File: src/rtl/data_mem_pkg.sv
// Shared constants and types for the data_mem load/store target.
// Optional build macro: DATA_MEM_WRITE_THROUGH_EN (see data_mem.sv).
package data_mem_pkg;

    localparam int DEF_DATA_W = 8;
    localparam int DEF_ADDR_W = 8;
    localparam int DEF_DEPTH  = 2 ** DEF_ADDR_W;

    typedef logic [DEF_ADDR_W-1:0] addr_t;
    typedef logic [DEF_DATA_W-1:0] word_t;

    localparam logic R_W_WRITE = 1'b1;
    localparam logic R_W_READ  = 1'b0;

endpackage

File: src/rtl/data_mem_array.sv
// Flop-based word storage with asynchronous clear, one write port and a
// combinational read port.
module data_mem_array
    import data_mem_pkg::*;
#(
    parameter int DATA_W = DEF_DATA_W,
    parameter int ADDR_W = DEF_ADDR_W,
    parameter int DEPTH  = 2 ** ADDR_W
) (
    input  logic              clk,
    input  logic              rst_n,
    input  logic              we,
    input  logic [ADDR_W-1:0] waddr,
    input  logic [DATA_W-1:0] wdata,
    input  logic [ADDR_W-1:0] raddr,
    output logic [DATA_W-1:0] rdata
);

    logic [DEPTH-1:0][DATA_W-1:0] mem_r;

    // Storage update: whole array clears on reset, one word written per edge.
    always_ff @(posedge clk or negedge rst_n) begin
        if (!rst_n) begin
            mem_r <= '0;
        end else if (we) begin
            mem_r[waddr] <= wdata;
        end
    end

    assign rdata = mem_r[raddr];

endmodule

File: src/rtl/data_mem.sv
// 256 x 8 single-port synchronous data memory with registered read data.
// Build macro DATA_MEM_WRITE_THROUGH_EN: write data also appears on data_out.
module data_mem
    import data_mem_pkg::*;
#(
    parameter int DATA_W = DEF_DATA_W,
    parameter int ADDR_W = DEF_ADDR_W,
    parameter int DEPTH  = 2 ** ADDR_W
) (
    input  logic              clk,
    input  logic              rst_n,
    input  logic [ADDR_W-1:0] address_bus,
    input  logic [DATA_W-1:0] data_in,
    input  logic              r_w,
    output logic [DATA_W-1:0] data_out
);

    logic              we_s;
    logic [DATA_W-1:0] rd_data_s;
    logic [DATA_W-1:0] out_nxt_s;

    // Decode the bus direction.
    always_comb begin
        we_s = 1'b0;
        if (r_w == R_W_WRITE) begin
            we_s = 1'b1;
        end else begin
            we_s = 1'b0;
        end
    end

    data_mem_array #(
        .DATA_W (DATA_W),
        .ADDR_W (ADDR_W),
        .DEPTH  (DEPTH)
    ) u_array (
        .clk   (clk),
        .rst_n (rst_n),
        .we    (we_s),
        .waddr (address_bus),
        .wdata (data_in),
        .raddr (address_bus),
        .rdata (rd_data_s)
    );

    // Select next data_out: array word on reads, hold or pass-through on writes.
    always_comb begin
        out_nxt_s = data_out;
        if (we_s) begin
`ifdef DATA_MEM_WRITE_THROUGH_EN
            out_nxt_s = data_in;
`else
            out_nxt_s = data_out;
`endif
        end else begin
            out_nxt_s = rd_data_s;
        end
    end

    // Read-data register.
    always_ff @(posedge clk or negedge rst_n) begin
        if (!rst_n) begin
            data_out <= '0;
        end else begin
            data_out <= out_nxt_s;
        end
    end

endmodule

File: config.mk
export PLATFORM = sky130hd
export DESIGN_NAME = data_mem
export DESIGN_NICKNAME = d
export VERILOG_FILES = /design/src/rtl/data_mem_pkg.sv /design/src/rtl/data_mem_array.sv /design/src/rtl/data_mem.sv
export SDC_FILE = /design/constraint.sdc
export NUM_CORES = 2
export LEC_CHECK = 0
export CORE_MARGIN = 2
export CORE_UTILIZATION = 65
export CTS_CLUSTER_DIAMETER = 100
export DETAILED_ROUTE_END_ITERATION = 8
export MAX_ROUTING_LAYER = met4
export PLACE_DENSITY = 0.81
export SYNTH_ARGS = -nofsm -noshare
export SYNTH_HDL_FRONTEND = slang
export SYNTH_SLANG_ARGS = --single-unit
File: constraint.sdc
create_clock -name clk -period 4.3 [get_ports clk]
set_input_delay 1.29 -clock clk [delete_from_list [all_inputs] [get_ports clk]]
set_output_delay 1.29 -clock clk [all_outputs]
set_load 0.01 [all_outputs]
## Word-level counts from Yosys, hierarchy flattened

Index checks and enable logic that the tools add are counted.

- Reductions and logical operators: 1
- Magnitude comparators: 2
- Multiplexer cells: 6

Operator list:

| cell | count |
|---|---|
| $bwmux 2048 | 1 |
| $bmux 8 s8 | 1 |
| $demux 8 s8 | 1 |
| $mux 8 | 2 |
| $lt 8x9->1 const B | 1 |
| $ge 8x1->1 const B | 1 |
| $logic_and 1x1->1 | 1 |
| $mux 1 | 1 |

- Input bits: 19
- Register bits after elaboration: 2056
- Output and inout port bits: 8
- Word-level logic and storage cells: 266

## Depth between registers and ports, before layout

- Depth in word-level cells: 5
- Depth in mapped cells: 13
- Gate-level depth less buffers: 7

## Hierarchy

A second synthesis with hierarchy kept.

- Cell total of the unflattened synthesis: 6085
- Area total of the unflattened synthesis: 93741.2 um2

Modules (own cells, without submodules):

| module | area an instance (um2) | times used | sequential area each (um2) | cells an instance |
|---|---|---|---|---|
| data_mem_array | 93409.6 | 1 | 51249.2 | 6068 |
| data_mem | 331.6 | 1 | 200.2 | 17 |

## Least setup slack after synthesis

OpenSTA, ideal clock, no wires.

- Kind: input port to flip-flop
- Start point: input address_bus[0]
- End point: register data_out[7]
- Path slack: 0.907 ns
- Cell stages on the path: 12
- Setup time: 0.135 ns
- Arrival time: 3.259 ns
- Buffers on the path: 5
- Required time: 4.165 ns
- Path through: buf_6 -> buf_12 -> buf_6 -> buf_6 -> buf_4 -> mux2_1 -> o22ai_1 -> nor4_1 -> a2111oi_1 -> nand2_1 -> o21bai_1 -> o31ai_1

- Cells in the longest elaborated chain, start to end: 2

Ends and longest elaborated chain:

| element | RTL line | source |
|---|---|---|
| start, declared | data_mem.sv:12 | `input logic [ADDR_W-1:0] address_bus,` |
| $bmux 8 s8 | data_mem_array.sv:30 | `assign rdata = mem_r[raddr];` |
| $mux 8 (implied by the code) | data_mem_array.sv:30 |  |
| end signal, assigned | data_mem.sv:65 | `data_out <= out_nxt_s;` |
| end, declared | data_mem.sv:15 | `output logic [DATA_W-1:0] data_out` |

No other way between the ends. The select of a mux whose other input is x is not followed.
A chain may end at the register's enable or synchronous reset.

## Worst setup path in the final report

- Start point: input address_bus[0]
- End point: register data_out[0]

Same word-level chain as after synthesis.

==> flow_metrics.tcl <==
set metrics [dict create \
    grt-ovfl-total 0 \
    grt_max_degree 138 \
    synth_cells 6141 \
    place_worst_setup_slack_ns -0.256 \
    die_w_um 385 \
    drive_gt1_share_pct 53.2 \
    rows 139 \
    ant_nets 0 \
    postSynthRegisterBits 2056 \
    report.power.total_mw 42.9 \
    p_per_area_nw_per_um2 404 \
    routabilityCongestion 0.957 \
    vias_per_std_cell 6.87 \
    floorplan.initialDensity_pct 65.7 \
    htreeDepth 4 \
    drcViolationCount 0 \
    die_h_um 385 \
    worst_slew_margin_rel_pct 17.3 \
    floorplan.io_pins 27 \
    area.growth.synth_to_final_pct 12.2 \
    yosysSeqAreaShare_pct 54.4 \
    die_area_sq_um 149000 \
    use_met2_pct 54.5 \
    grt_use_met3_pct 8.75 \
    min-delay-path-class "input port to async pin" \
    r2r-start "u_array.mem_r[1499]" \
    wl_per_cell_um 30.8 \
    netlist_top_cells_count "2,071 x sky130_fd_sc_hd__mux2_2, 2,056 x sky130_fd_sc_hd__dfrtp_1, 466 x sky130_fd_sc_hd__mux4_2" \
    met1_demand_to_capacity_share_in_global_routing_pct 48.8 \
    setup_repair_after_global_routing_missed_its_margin "false" \
    synthesis.area_sq_um 94600 \
    tightest_slew_ns 1.23 \
    synth.top_cells.by_area "sky130_fd_sc_hd__dfrtp_1 54%, sky130_fd_sc_hd__mux2_2 25%, sky130_fd_sc_hd__mux4_2 11%" \
    slew_viol_final 0 \
    worst_skew_pair.late_latency_ns 0.85 \
    postSynth.topFlopCell "sky130_fd_sc_hd__dfrtp_1" \
    post-dp-hpwl_mm 169 \
    num-fill-cells 8551 \
    number_of_antenna_violations_at_the_first_check_in_global_routing 9 \
    area.sequential_sq_um 51400 \
    irDropWorstVdd_v 0.000403 \
    worstPathRequired_ns 4.97 \
    gr_busiest_metal "met2" \
    yosysMostFrequentCell "sky130_fd_sc_hd__mux2_2" \
    buffer_type_at_the_clock_tree_root "sky130_fd_sc_hd__clkbuf_16" \
    floorplan.core_area_sq_um 144000 \
    first_pass_grt_wire_length_mm 393 \
    synth_nets 6160 \
    worst-path-max-fanout 32 \
    synth_top_area_share_pct 54.4 \
    post_synth.cell_area_avg_sq_um 15.4 \
    postSynth.asyncResetShare_pct 100 \
    post_cts_hold_buffer_count 0 \
    number_of_global_route_vias_before_repair 60400 \
    path_clk_slew_ns 0.06 \
    detail_route.wirelength_mm 259 \
    min_period_over_period_pct 85.9 \
    arrival_ns 4.36 \
    detail_route.first_pass.iterations 5 \
    yosys_warnings 0 \
    grt_use_total_pct 36.7 \
    cell_taking_the_most_area_after_synthesis "sky130_fd_sc_hd__dfrtp_1" \
    worstSetupStartpointType "input port" \
    vias 57700 \
    criticalPathCategory "input port to flop" \
    fmax_ghz 0.271 \
    max_cap_viol_count 0 \
    tritoncts.num_buffers 204 \
    cts_repair_resize_count 0 \
    critical_path.endpoint_type "flop" \
    post_cts_buffers 0 \
    unique_cell_type_count_in_the_yosys_netlist 74 \
    final.hold.worst_slack_ns 0.410 \
    placement.io_buffers 26 \
    min_period_ns 3.69 \
    final_nets 6333 \
    final.setup_skew_ns 0.0316 \
    cts.sinks 2056 \
    cts_buffer_depth 3 \
    area_occupied_by_multi_input_gates_sq_um 40900 \
    detail_route.iter0.violations 5700 \
    status "completed" \
    post-route-worst-setup-slack_ns 0.606 \
    crit_path_start "address_bus[0]" \
    setup_violations 0 \
    tritoncts_clock_tree "built" \
    leakage_component_of_the_power_nw 50.8 \
    synth_enable_flop_cells 0 \
    hold_viol 0 \
]
[power by group]
group | switching [mW] | internal [mW] | leakage, nW
Sequential | 0.507 | 20.3 | 28.3
Clock | 7.70 | 10.7 | 3.45
Combinational | 2.10 | 1.67 | 19.0
Total | 10.3 | 32.6 | 50.8
[metal layers]
metal,share of wire [%],wire [um],vias up
met2,47,121000,2754
met3,8.8,22800,734
li1,-,-,23300
met1,39,102000,30900
met5,0,0,-
met4,5.2,13500,0
[worst paths after layout]
| kind | endpoint | slack, ns | depth (start not counted) |
|---|---|---|---|
| setup / recovery | data_out[0] | 0.61 | 9 |
| hold / removal | u_array.mem_r[725] | 0.41 | 1 |
| setup reg to reg | data_out[3] | 1.57 | 8 |
| hold reg to reg | u_array.mem_r[688] | 0.50 | 1 |
| max in group asynchronous | u_array.mem_r[1710] | 2.65 | 2 |
| min in group clk | u_array.mem_r[688] | 0.50 | 1 |
[stage by stage]
stage	setup TNS, ns	cell area (sq um)	cells	util (%)
2_1_floorplan	0	94600	6141	-
3_5_place_dp	-0.439	99200	8011	68.9
4_1_cts	0	106000	8386	73.7
3_3_place_gp	-0.428	99200	8011	68.9
5_1_grt	0	106000	8393	73.7
6_report	0	106000	8394	73.7
[registers in the layout, summed over array words and instances, names as in the netlist]
name and flops:
data_out 8, u_array.mem_r 2048
[cells by family (layout without fill, tap and decap cells)]
kind of cell / Yosys count / in the layout / share of synthesized area [%]
AO/OA/AOI/OAI: 261 / 261 / 2.03
AND/OR/NAND/NOR: 660 / 660 / 3.51
buffers and inverters: 472 / 814 / 2.49
flip-flops: 2056 / 2056 / 54.4
other: 0 / 8 / 0
multiplexers: 2692 / 2692 / 37.6
[area by class of cell]
cell class | instances | share of cell area [%]
clock inverter | 75 | 0.831
tap | 1903 | 2.24
inverter | 6 | 0.0283
clock buffer | 300 | 5.71
multi-input combinational | 3613 | 38.5
sequential | 2056 | 48.5
antenna | 8 | 0.0189
timing repair buffer | 433 | 4.15
[cells in the final DEF (no fill, tap or decap), types with 10 or more instances in the layout]
master	n
sky130_fd_sc_hd__and3_1	10
sky130_fd_sc_hd__mux4_1	11
sky130_fd_sc_hd__a31oi_1	13
sky130_fd_sc_hd__clkbuf_16	208
sky130_fd_sc_hd__a21oi_1	29
sky130_fd_sc_hd__mux2_2	2071
sky130_fd_sc_hd__nor2_4	43
sky130_fd_sc_hd__clkbuf_8	59
sky130_fd_sc_hd__clkinv_2	46
sky130_fd_sc_hd__nand3_1	43
sky130_fd_sc_hd__a221oi_1	10
sky130_fd_sc_hd__a32oi_1	45
sky130_fd_sc_hd__nor2_2	75
sky130_fd_sc_hd__a211oi_1	13
sky130_fd_sc_hd__buf_12	84
sky130_fd_sc_hd__nand2_1	323
sky130_fd_sc_hd__nor2_1	75
sky130_fd_sc_hd__a22oi_1	32
sky130_fd_sc_hd__nor2b_1	15
sky130_fd_sc_hd__buf_4	323
sky130_fd_sc_hd__mux4_2	466
sky130_fd_sc_hd__bufinv_16	15
sky130_fd_sc_hd__o21ai_0	21
sky130_fd_sc_hd__dfrtp_1	2056
sky130_fd_sc_hd__mux2i_1	141
sky130_fd_sc_hd__clkbuf_1	41
sky130_fd_sc_hd__o22ai_1	32
[critical path, stage by stage]
cell                        delay, ns
sky130_fd_sc_hd__buf_8           0.29
sky130_fd_sc_hd__buf_12          0.31
sky130_fd_sc_hd__buf_4           0.30
sky130_fd_sc_hd__mux4_2          0.51
sky130_fd_sc_hd__and2_1          0.20
sky130_fd_sc_hd__o21ai_0         0.15
sky130_fd_sc_hd__a31oi_1         0.14
sky130_fd_sc_hd__a2111oi_1       0.87
sky130_fd_sc_hd__a32oi_1         0.20
Power figures use the tool's default switching activity.
